$ cat src/rtl/synth_pkg.sv
// ============================================================================
// Module   : synth_pkg
// Brief    : Shared constants, types and saturation helper for the voice mixer.
// Revision : 1.0 - initial release
// ============================================================================
`default_nettype none

package synth_pkg;

  localparam int NUM_VOICES = 8;
  localparam int SAMPLE_W   = 16;
  localparam int GAIN_W     = 8;
  localparam int GAIN_SHIFT = 7;

  // Accumulator grows by log2(NUM_VOICES) bits so the voice sum never overflows.
  localparam int IDX_W  = $clog2(NUM_VOICES);
  localparam int ACC_W  = SAMPLE_W + IDX_W;
  localparam int PROD_W = ACC_W + GAIN_W + 1;

  localparam logic signed [PROD_W-1:0] SAT_MAX = PROD_W'((1 <<< (SAMPLE_W - 1)) - 1);
  localparam logic signed [PROD_W-1:0] SAT_MIN = PROD_W'(-(1 <<< (SAMPLE_W - 1)));

  typedef logic signed [SAMPLE_W-1:0] sample_t;

  typedef enum logic [1:0] {
    IDLE  = 2'd0,
    ACCUM = 2'd1,
    SCALE = 2'd2,
    SAT   = 2'd3
  } mix_state_t;

  function automatic sample_t sat16(input logic signed [PROD_W-1:0] val);
    sample_t res;
    if (val > SAT_MAX) begin
      res = {1'b0, {(SAMPLE_W-1){1'b1}}};
    end else if (val < SAT_MIN) begin
      res = {1'b1, {(SAMPLE_W-1){1'b0}}};
    end else begin
      res = val[SAMPLE_W-1:0];
    end
    return res;
  endfunction

endpackage

`default_nettype wire

$ cat src/rtl/lrck_edge_sync.sv
// ============================================================================
// Module   : lrck_edge_sync
// Brief    : Three-flop synchronizer for an asynchronous strobe plus rising-edge detect.
// Revision : 1.0 - initial release
// ============================================================================
`default_nettype none

module lrck_edge_sync (
  input  logic Clk,
  input  logic Reset,
  input  logic async_in,
  output logic rise
);

  logic r_s1;
  logic r_s2;
  logic r_s3;

  always_ff @(posedge Clk or posedge Reset) begin
    if (Reset) begin
      r_s1 <= 1'b0;
      r_s2 <= 1'b0;
      r_s3 <= 1'b0;
    end else begin
      r_s1 <= async_in;
      r_s2 <= r_s1;
      r_s3 <= r_s2;
    end
  end

  // r_s1 may be metastable; the edge is taken only from settled stages.
  assign rise = r_s2 & ~r_s3;

endmodule

`default_nettype wire

$ cat src/rtl/voice_mixer.sv
// ============================================================================
// Module   : voice_mixer
// Brief    : Masked sum of the voice bank, master gain and 16-bit saturation,
//            one sample per rising DAC LR clock edge.
// Revision : 1.0 - initial release
// ============================================================================
`default_nettype none

module voice_mixer
  import synth_pkg::*;
(
  input  logic                           Clk,
  input  logic                           Reset,
  input  logic                           lrck_in,
  input  logic [NUM_VOICES*SAMPLE_W-1:0] voice_in,
  input  logic [NUM_VOICES-1:0]          voice_mask,
  input  logic [GAIN_W-1:0]              master_gain,
  input  logic                           clip_clr,
  output logic [SAMPLE_W-1:0]            out_sample,
  output logic                           sample_valid,
  output logic                           clip,
  output logic                           overrun,
  output logic                           busy
);

  mix_state_t                r_state;
  mix_state_t                w_state_nxt;
  logic                      w_edge;
  logic                      w_last;
  logic                      w_clip_set;
  logic                      w_overrun_set;
  sample_t                   r_snap [NUM_VOICES];
  logic [NUM_VOICES-1:0]     r_mask_snap;
  logic [GAIN_W-1:0]         r_gain_snap;
  logic [IDX_W-1:0]          r_idx;
  logic signed [ACC_W-1:0]   r_acc;
  logic signed [PROD_W-1:0]  w_prod;
  logic signed [PROD_W-1:0]  w_scaled;
  logic signed [PROD_W-1:0]  r_scaled;

  lrck_edge_sync u_lrck_sync (
    .Clk      (Clk),
    .Reset    (Reset),
    .async_in (lrck_in),
    .rise     (w_edge)
  );

  assign w_last        = (r_idx == IDX_W'(NUM_VOICES - 1));
  assign busy          = (r_state != IDLE);
  assign w_overrun_set = w_edge && (r_state != IDLE);
  assign w_clip_set    = (r_state == SAT) && ((r_scaled > SAT_MAX) || (r_scaled < SAT_MIN));

  // Gain is zero-extended so it multiplies as a non-negative signed operand.
  assign w_prod   = PROD_W'(r_acc) * PROD_W'($signed({1'b0, r_gain_snap}));
  assign w_scaled = w_prod >>> GAIN_SHIFT;

  always_ff @(posedge Clk or posedge Reset) begin
    if (Reset) begin
      r_state <= IDLE;
    end else begin
      r_state <= w_state_nxt;
    end
  end

  always_comb begin
    w_state_nxt = r_state;
    unique case (r_state)
      IDLE:    if (w_edge) w_state_nxt = ACCUM;
      ACCUM:   if (w_last) w_state_nxt = SCALE;
      SCALE:   w_state_nxt = SAT;
      SAT:     w_state_nxt = IDLE;
      default: w_state_nxt = IDLE;
    endcase
  end

  always_ff @(posedge Clk or posedge Reset) begin
    if (Reset) begin
      for (int k = 0; k < NUM_VOICES; k++) begin
        r_snap[k] <= '0;
      end
      r_mask_snap  <= '0;
      r_gain_snap  <= '0;
      r_idx        <= '0;
      r_acc        <= '0;
      r_scaled     <= '0;
      out_sample   <= '0;
      sample_valid <= 1'b0;
      clip         <= 1'b0;
      overrun      <= 1'b0;
    end else begin
      sample_valid <= 1'b0;
      case (r_state)
        IDLE: begin
          if (w_edge) begin
            for (int k = 0; k < NUM_VOICES; k++) begin
              r_snap[k] <= voice_in[k*SAMPLE_W +: SAMPLE_W];
            end
            r_mask_snap <= voice_mask;
            r_gain_snap <= master_gain;
            r_acc       <= '0;
            r_idx       <= '0;
          end
        end
        ACCUM: begin
          if (r_mask_snap[r_idx]) begin
            r_acc <= r_acc + ACC_W'(r_snap[r_idx]);
          end
          r_idx <= r_idx + 1'b1;
        end
        SCALE: r_scaled <= w_scaled;
        SAT: begin
          out_sample   <= sat16(r_scaled);
          sample_valid <= 1'b1;
        end
        default: ;
      endcase

      // Set events take priority over a simultaneous clear.
      if (w_clip_set) begin
        clip <= 1'b1;
      end else if (clip_clr) begin
        clip <= 1'b0;
      end

      if (w_overrun_set) begin
        overrun <= 1'b1;
      end else if (clip_clr) begin
        overrun <= 1'b0;
      end
    end
  end

endmodule

`default_nettype wire
$ cat config.mk
export PLATFORM = sky130hd
export DESIGN_NAME = voice_mixer
export DESIGN_NICKNAME = d
export VERILOG_FILES = /design/src/rtl/synth_pkg.sv /design/src/rtl/lrck_edge_sync.sv /design/src/rtl/voice_mixer.sv
export SDC_FILE = /design/constraint.sdc
export NUM_CORES = 1
export LEC_CHECK = 0
export BUFFER_PORTS_ARGS = -buffer_cell sky130_fd_sc_hd__buf_2
export CORE_AREA = 5 5 201 203
export CTS_BUF_LIST = sky130_fd_sc_hd__clkbuf_8
export DETAILED_ROUTE_END_ITERATION = 7
export DIE_AREA = 0 0 206 208
export GPL_ROUTABILITY_DRIVEN = 0
export PLACE_DENSITY = 0.64
export SYNTH_ARGS = -nofsm -noshare
export SYNTH_HDL_FRONTEND = slang
export SYNTH_SLANG_ARGS = --single-unit
$ cat constraint.sdc
create_clock -name Clk -period 20.2 [get_ports Clk]
set_input_delay 4.04 -clock Clk [delete_from_list [all_inputs] [get_ports Clk]]
set_output_delay 4.04 -clock Clk [all_outputs]
set_load 0.01 [all_outputs]
==> impl_results.md <==
- CP max stage delay: 0.42 ns
- Worst-path fanout max: 6
- Post-synth EDFFs: 0
- DRT antenna net count: 0
- Top cells by area, synth: dfrtp_1, fa_1, mux2_2, ha_1, mux4_2
- Slew Viols, Final: 0
- Design Area, Final: 17200 µm²
- Post-synth top area share: a little over a third
- Pin count of the biggest net entering global routing: around 130
- Hold_buf cts: 0
- YS warnings: 0
- Post-DP HPWL: ~26000 µm
- Crit path launch type: register
- Row count: 72
- MaxCap Viol Count: 0
- Final Hold Vio Count: 0
- Setup TNS: 0 ns
- Via Count: just over 10000
- CTS tree: done
- DP Area: 16400 µm²
- DR vias/cell: approximately 5.0
- Multi-input logic area: just under 9000 µm²
- Clk buf depth: 3
- Register area share after synthesis: approximately a third
- Placeable Area: 38300 µm²
- Post-CTS Repair Setup Buffers: 0
- Maximum level of the CTS H-tree: 2
- FMAX: 174 MHz
- RSZ-0062 raised after global routing: no
- Synth cell types: between 60 and 70
- Final setup margin: about 14 ns
- Flop2flop setup slack: 14.69 ns
- Yosys reg bits: roughly 210
- Layout cells sized above 1: around 29%
- I/O Buffers: 167
- # setup viols final: 0
- Number of stages on the worst setup path: 4
- Final worst-path cycle share: approximately 28%
- Clk_lat worst skew: ~0.55 ns
- Hold depth: 0
- Wire per inst: approximately 16 µm
- Async SR Flop Fraction: 100%
- Net Count, Synth: 1698
- CP Capture Type: output pin
- Slowest library cell on the worst path: dfrtp_1
- Critical Path, Cell by Cell: inv_1 -> ha_1 -> inv_1 -> buf_2
- Area of the mapped netlist: ~15000 µm²
- Fin crit period: ~5.8 ns
- Drt first pass iters: 6
- Cell mode on critical path: inv_1
- Cells after synthesis: around 1400
- WP data arrival: around 1.7 ns
- Initial antenna violation count: 20
- Ys flop type: dfrtp_1
- # placed instances: 1981
- Status: complete, no violations
- Syn avg cell area: between 10 and 15 µm²
- Die width: about 210 µm
- Cts repair resizes: 0
- IO Pins: roughly 170
- Die ar.: between 40000 and 50000 µm²
- Nets: around 1800
- Post-synth top area cell: dfrtp_1
- Hold crit path type: register to register
- Post-placement setup slack: roughly 14 ns
- Initial core utilization: a little under 40%
- CTS sink cnt: 211
- Initial DRC count: ~420
- Fill count: between 3000 and 4000
- Vias in the first global route: ~11000
- DRC viols: 0
- Slew HR: between 20% and 30%
- Sequential standard cell area: ~5300 µm²
- GRT Total Usage: roughly 16%
- Global-route wire length before repair: ~56000 µm
- GRT overflow: 0
- Post-Route WL: roughly 34000 µm
- Clock buffer count from CTS: 38
- Clk pin slew, worst setup/hold paths: approximately 0.050 ns
- Root buffer cell: clkbuf_8
- Buf+Inv Stages, Crit Path: 3
- Area delta synth->final: 14.0%
- Tightest Pin Transition: about 1.1 ns
- Clock skew: 0.0127 ns
- Die H: 208 µm
- Final Non-Filler Cells: ~2100
- CP top delay family: flip-flops
- Path depth of the worst reg2reg path: 16
- Worst Path Required: between 15 and 20 ns
- Crit Path Class: register to output pin
-- cells in the final DEF (no fill, tap or decap), types with 8 or more instances in the layout --
cell,instances
a21o_1,12
a21oi_1,62
and2_1,86
buf_2,167
clkbuf_8,45
dfrtp_1,210
fa_1,120
ha_1,76
inv_1,197
mux2_2,175
mux4_2,34
nand2_1,103
nand3_1,8
nor2_1,38
nor3_1,14
o21ai_0,14
o21ai_1,20
o31ai_1,9
xnor2_1,22
xor2_1,11
-- final cells by class --
type / instances / share of cell area [%]
diodes: 7 / 0.102
clock buffers: 45 / 3.59
clock inverters: 17 / 1.13
inverters: 191 / 4.20
multi-input cells: 888 / 51.5
flip-flops and latches: 211 / 30.6
well taps: 518 / 3.76
repair buffers: 173 / 5.11
-- per-stage QoR --
| stage | hold WS (ns) | utilization (%) |
|---|---|---|
| CTS | 0.358 | 45.0 |
| detailed placement | 0.341 | 42.9 |
| floorplan | 0.331 | - |
| global route | 0.375 | 45.0 |
| finish | 0.353 | 45.0 |
| global placement | 0.340 | 42.9 |
-- final timing paths --
| check | to | from |
|---|---|---|
| worst min register to register | u_lrck_sync.r_s2$_DFF_PP0_ | u_lrck_sync.r_s1$_DFF_PP0_ |
| worst max register to register | r_scaled[19]$_DFFE_PP0P_ | r_gain_snap[4]$_DFFE_PP0P_ |
| worst max-delay path | busy | r_state[0]$_DFFE_PP0P_ |
| max in group asynchronous | r_snap[91]$_DFFE_PP0P_ | Reset |
| min in group asynchronous | r_snap[25]$_DFFE_PP0P_ | Reset |
| worst min-delay path | u_lrck_sync.r_s2$_DFF_PP0_ | u_lrck_sync.r_s1$_DFF_PP0_ |
-- cell usage after synthesis, types with 6 or more instances --
library cell    n
a211oi_1        6
mux2_2        175
buf_1           6
a21o_1         12
nor3_1         14
nor2_1         38
nand2_1       103
inv_1         190
o21bai_1        6
clkbuf_1       52
o21ai_0        14
ha_1           76
a21oi_1        62
and2_1         86
xnor2_1        22
mux4_2         34
o21ai_1        20
xor2_1         11
nand3_1         8
dfrtp_1       211
o31ai_1         9
fa_1          120
o21a_1          7
-- registers in the layout (all words and copies together), names as in the netlist --
name / flops
r_idx: 3
r_acc: 19
out_sample: 16
r_mask_snap: 8
sample_valid: 1
r_scaled: 21
u_lrck_sync.r_s2: 1
overrun: 1
clip: 1
r_state: 2
r_snap: 128
u_lrck_sync.r_s3: 1
r_gain_snap: 8
u_lrck_sync.r_s1: 1
-- cells by family after synthesis --
group	after synthesis	synth area share, %
xor gates and xnor gates	33	1.91
and+or+nand+nor	276	9.07
adders and majority gates	196	22.2
DFF	211	34.9
AOI/OAI and AO/OA	169	7.07
muxes	214	18.4
buffers and inverters	255	6.46
-- layer usage --
layer,share of wire (%),track usage [%]
met5,0.48,0
met4,1.6,3.01
met3,7.4,5.26
met2,47,25.6
met1,44,21.2
-- worst reg2reg max path, cell delays in order (launching register included) --
cell and delay (ns):
dfrtp_1 0.79, nand2_1 0.19, fa_1 0.54, inv_1 0.05
fa_1 0.46, fa_1 0.54, inv_1 0.05, fa_1 0.52
inv_1 0.04, ha_1 0.39, nand4_1 0.21, o22ai_1 0.17
nor2b_1 0.37, o311ai_2 0.20, a2111oi_0 0.57, o21a_1 0.21
o31ai_1 0.06
Power is left out: the tool's default activity adds up to more than one toggle a clock period on the data nets, which glitch-free logic cannot reach.
